==> config.mk <==
export PLATFORM = sky130hd
export DESIGN_NAME = c_diag_axis_packer
export DESIGN_NICKNAME = d
export VERILOG_FILES = /design/src/rtl/c_diag_axis_packer.sv
export SDC_FILE = /design/constraint.sdc
export NUM_CORES = 1
export LEC_CHECK = 0
export ABC_AREA = 1
export CAP_MARGIN = 20
export CORE_UTILIZATION = 25
export DETAILED_ROUTE_END_ITERATION = 12
export GPL_TIMING_DRIVEN = 0
export PLACE_DENSITY_LB_ADDON = 0.15
export SLEW_MARGIN = 20
export SYNTH_ARGS = -nofsm -noshare
export SYNTH_HDL_FRONTEND = slang
export SYNTH_SLANG_ARGS = --single-unit
==> constraint.sdc <==
create_clock -name i_clock -period 4.6 [get_ports i_clock]
set_clock_uncertainty 0.15 [all_clocks]
set_input_delay 0.92 -clock i_clock [delete_from_list [all_inputs] [get_ports i_clock]]
set_output_delay 0.92 -clock i_clock [all_outputs]
set_load 0.005 [all_outputs]
==> src/rtl/c_diag_axis_packer.sv <==
// Buffers result diagonals from the systolic core in a small FIFO and serializes
// each one into AXI-Stream beats, with tlast on the final beat of every matrix.
module c_diag_axis_packer #(
  parameter int SIZE                   = 4,
  parameter int O_BITS                 = 16,
  parameter int C_M00_AXIS_TDATA_WIDTH = 32,
  parameter int FIFO_DEPTH             = 8
) (
  input  logic                                i_clock,
  input  logic                                i_reset,
  input  logic                                i_valid,
  input  logic [SIZE*O_BITS-1:0]              i_c_diag,
  output logic                                m00_axis_tvalid,
  output logic [C_M00_AXIS_TDATA_WIDTH-1:0]   m00_axis_tdata,
  output logic [C_M00_AXIS_TDATA_WIDTH/8-1:0] m00_axis_tstrb,
  output logic                                m00_axis_tlast,
  input  logic                                m00_axis_tready,
  output logic [$clog2(FIFO_DEPTH):0]         o_fifo_level,
  output logic                                o_overflow,
  output logic                                o_frame_done
);
  localparam int DW    = SIZE * O_BITS;
  localparam int TW    = C_M00_AXIS_TDATA_WIDTH;
  localparam int BEATS = DW / TW;
  localparam int DIAGS = 2 * SIZE - 1;
  localparam int AW    = $clog2(FIFO_DEPTH);
  localparam int BW    = (BEATS > 1) ? $clog2(BEATS) : 1;
  localparam int CW    = (DIAGS > 1) ? $clog2(DIAGS) : 1;

  localparam logic [BW-1:0] BEAT_LAST = BW'(BEATS - 1);
  localparam logic [CW-1:0] DIAG_LAST = CW'(DIAGS - 1);
  localparam logic [AW:0]   LVL_FULL  = (AW + 1)'(FIFO_DEPTH);

  typedef enum logic {S_IDLE, S_SEND} state_t;

  logic [DW-1:0] r_mem [FIFO_DEPTH];
  logic [AW-1:0] r_wr_ptr, r_rd_ptr;
  logic [AW:0]   r_level;
  logic [DW-1:0] r_shift;
  logic [BW-1:0] r_beat_cnt;
  logic [CW-1:0] r_diag_cnt;
  logic          r_tvalid, r_overflow, r_frame_done;
  state_t        r_state;

  logic w_hs, w_word_end, w_pop, w_push, w_tlast;

  always_comb begin
    w_hs       = r_tvalid & m00_axis_tready;
    w_word_end = w_hs & (r_beat_cnt == BEAT_LAST);
    // A pop frees a slot in the same cycle, so a full FIFO still accepts a push then.
    w_pop      = (r_level != '0) & ((r_state == S_IDLE) | w_word_end);
    w_push     = i_valid & ((r_level != LVL_FULL) | w_pop);
    w_tlast    = r_tvalid & (r_diag_cnt == DIAG_LAST) & (r_beat_cnt == BEAT_LAST);
  end

  always_ff @(posedge i_clock) begin
    if (w_push) r_mem[r_wr_ptr] <= i_c_diag;
  end

  always_ff @(posedge i_clock) begin
    if (i_reset) begin
      r_wr_ptr     <= '0;
      r_rd_ptr     <= '0;
      r_level      <= '0;
      r_shift      <= '0;
      r_beat_cnt   <= '0;
      r_diag_cnt   <= '0;
      r_tvalid     <= 1'b0;
      r_overflow   <= 1'b0;
      r_frame_done <= 1'b0;
      r_state      <= S_IDLE;
    end else begin
      r_frame_done <= w_hs & w_tlast;
      if (w_push) r_wr_ptr <= r_wr_ptr + 1'b1;
      if (w_pop)  r_rd_ptr <= r_rd_ptr + 1'b1;
      case ({w_push, w_pop})
        2'b10:   r_level <= r_level + 1'b1;
        2'b01:   r_level <= r_level - 1'b1;
        default: r_level <= r_level;
      endcase
      if (i_valid & ~w_push) r_overflow <= 1'b1;

      case (r_state)
        S_IDLE: begin
          if (w_pop) begin
            r_shift  <= r_mem[r_rd_ptr];
            r_tvalid <= 1'b1;
            r_state  <= S_SEND;
          end
        end
        S_SEND: begin
          if (w_hs) begin
            if (r_beat_cnt == BEAT_LAST) begin
              r_beat_cnt <= '0;
              r_diag_cnt <= (r_diag_cnt == DIAG_LAST) ? '0 : r_diag_cnt + 1'b1;
              // Chain straight into the next word when one is waiting: no bubble.
              if (w_pop) begin
                r_shift <= r_mem[r_rd_ptr];
              end else begin
                r_shift  <= '0;
                r_tvalid <= 1'b0;
                r_state  <= S_IDLE;
              end
            end else begin
              r_beat_cnt <= r_beat_cnt + 1'b1;
              r_shift    <= r_shift >> TW;
            end
          end
        end
        default: r_state <= S_IDLE;
      endcase
    end
  end

  assign m00_axis_tvalid = r_tvalid;
  assign m00_axis_tdata  = r_shift[TW-1:0];
  assign m00_axis_tstrb  = {(TW/8){r_tvalid}};
  assign m00_axis_tlast  = w_tlast;
  assign o_fifo_level    = r_level;
  assign o_overflow      = r_overflow;
  assign o_frame_done    = r_frame_done;

endmodule
==> results.ini <==
[detailed_routing]
routedWlPerCell_um = 21.33
num_vias = 16260
wl_um = 77080
drc = 0
drtIter0Drc = 1326
drt-pass1-iter-count = 5
ant_nets = 0
vias_per_cell = 4.498

[clock_tree]
cts_root_buf = clkbuf_16
post_cts_buffers = 0
h-tree-depth = 3
insertion_delay_ps = 610
cts_tree = yes
hold_buffers = 0
clock_sinks = 597
post_cts_resized = 0
cts_buffers = 70
path_clk_slew_ps = 60
clockBufferDepth = 3

[yosys]
yosys-top-cells-count = 613 x nand2_1, 512 x edfxtp_1, 293 x nand3_1
synth-seq-cells = 597
synth_area_leaders = edfxtp_1 65%, nand2_1 9.7%, dfxtp_1 7.2%, nand3_1 6.2%, nor2_1 2.7%
netlist-cell-type-count = 25
syn_avg_cell_area_um2 = 11.34
synth-compound-area-share_pct = 4.579
syn-num-nets = 2168
netlist_area_um2 = 23750
synth-edff-count = 512
synth_ff_type = edfxtp_1
synthArstFlopShare_pct = 0
synthAdderAreaFrac_pct = 0.2950
ys_warn_count = 0
synthXorXnorAreaFrac_pct = 0.03688
synth-simple-area-share_pct = 18.88
synth.area.mux_share_pct = 0
synth_top_area_share_pct = 64.74
ys_seq_area_share_pct = 71.91
synth_top_family_by_area = simple AND/OR/NAND/NOR gates
syn_inst = 2095
yosysMostFrequentCell = nand2_1
synth.largest_area_cell = edfxtp_1

[finish]
area_growth_pct = 23.56
drive_above_1_share_pct = 10.51
diodes = 0
instances_no_fill = 3614
fin_nets = 2381

[run_status]
outcome = completed

[place]
io_buffers = 111
dp_slack_ps = 613.3
dp_hpwl_um = 53000
routabilityCongestion = 0.7729
dp.cells = 3490

[run]
cap_viol_max_count = 0

[grt]
grt_util_met1_pct = 22.25
use_met2_pct = 26.17
grt_max_degree = 21
grt_use_total_pct = 16.20
grt_pass1_vias = 16030
grt_use_met3_pct = 2.534
grt.overflow.total = 0
busiest_layer = met2
antenna_found_initial = 1
grt_pass1_wl_um = 111700

[floorplan]
ios = 112
core_um2 = 93750
start_util_pct = 25.33
die_w_um = 310.2
die_area_um2 = 96230
die_h_um = 310.2
num_rows = 112

[sta]
relSlewSlack_pct = 26.20
fin_crit_sh_pct = 72.29
fin_ws_ps = 1275
fin_crit_ps = 3325
hold_viol = 0
rsz0062_at_grt = false
max_freq_mhz = 300.7
worst_pin_slew_ps = 1107
slew_viol_final = 0
setup_viol = 0

[worst_setup_path]
reg2reg_slack_ps = 1600
required_ps = 4760
worstSetupEndpointType = flop
start_kind = primary input
path_max_fanout = 19
criticalPathCategory = primary input to flop
arrival_ps = 3490

[power_and_ir_drop]
power_density_nw_per_um2 = 618.1
vdd_drop_max_mv = 0.2923
p_leak_uw = 0.01052

[worst_hold_path]
hp-class = flop to flop

[critical path: stages]
cell,delay [ps]
clkdlybuf4s50_1,490
nand3_1,80
nand2_1,120
nor2_1,70
nor2_2,230
inv_1,90
or2_1,360
nor2_4,630
buf_12,260
buf_12,200
[report_power, final]
part	internal, µW	leakage [µW]	switching (µW)
combinational	1960	0.00411	4290
clock	3050	0.00106	2210
sequential	6360	0.00535	268
total	11400	0.0105	6770
[sequential cells by signal, summed over array words and instances, names as in the netlist, named ones only]
register         cells
r_mem              512
r_shift             64
o_fifo_level         4
r_diag_cnt           3
r_rd_ptr             3
r_wr_ptr             3
m00_axis_tvalid      1
o_frame_done         1
o_overflow           1
r_beat_cnt           1
r_state              1
[per-stage QoR]
stage	TNS, ps	power (µW)	hold WS (ps)	instance area, µm²	util [%]
floorplan	-88390	10220	280.3	23760	-
global placement	-1581090	13000	291.0	26440	28.20
detailed placement	0	13080	306.9	27200	29.01
CTS	0	18390	316.3	29340	31.30
global route	0	19170	338.7	29340	31.30
finish	0	18140	311.5	29340	31.30
[cell usage in the layout, fill, tap and decap left out]
master	count
bufinv_16	2
or2_2	4
a21oi_1	108
buf_6	12
clkbuf_16	71
nor2_4	8
nor3_1	2
a31oi_1	1
clkinv_8	2
clkinv_2	14
ha_1	4
clkbuf_8	6
nand2_1	613
o21ai_0	108
dfxtp_1	85
buf_12	16
nand3_1	293
xor2_1	1
nand2_2	1
buf_1	12
buf_4	43
fa_1	1
inv_1	21
nor2_1	165
edfxtp_1	512
inv_2	3
clkinv_1	9
clkdlybuf4s50_1	111
nor2_2	2
nor3b_1	1
buf_2	47
inv_6	2
or2_1	1
buf_16	15
clkbuf_1	64
[area by class of cell]
class	instances	area, µm²
Fill cell	9493	64410
Sequential cell	597	17080
Multi-Input combinational cell	1313	5710
Clock buffer	95	1927
Timing Repair Buffer	141	1824
Tap cell	1254	1569
Buffer	161	930.9
Clock inverter	29	214.0
Inverter	24	90.09
[worst paths after layout]
check	from	to	depth (start not counted)
worst max register to register	m00_axis_tvalid	r_mem[4][16]	9
worst max-delay path	m00_axis_tready	r_mem[4][16]	10
worst min register to register	r_diag_cnt[2]	r_diag_cnt[2]	2
worst min-delay path	r_diag_cnt[2]	r_diag_cnt[2]	2
[kinds of logic after synthesis]
| kind of cell | Yosys count |
|---|---|
| flip-flops | 597 |
| adder cells (fa/ha/maj) | 5 |
| XOR/XNOR | 1 |
| buffers and inverters | 185 |
| AO/OA/AOI/OAI | 217 |
| AND/OR/NAND/NOR | 1090 |
[per-layer routing]
layer  routed length, µm  share of wire (%)
met1               35160                 46
met2               35640                 46
met3                4193                5.4
met4                2083                2.7
met5                   0                  0
(Power assumes the default switching activity.)
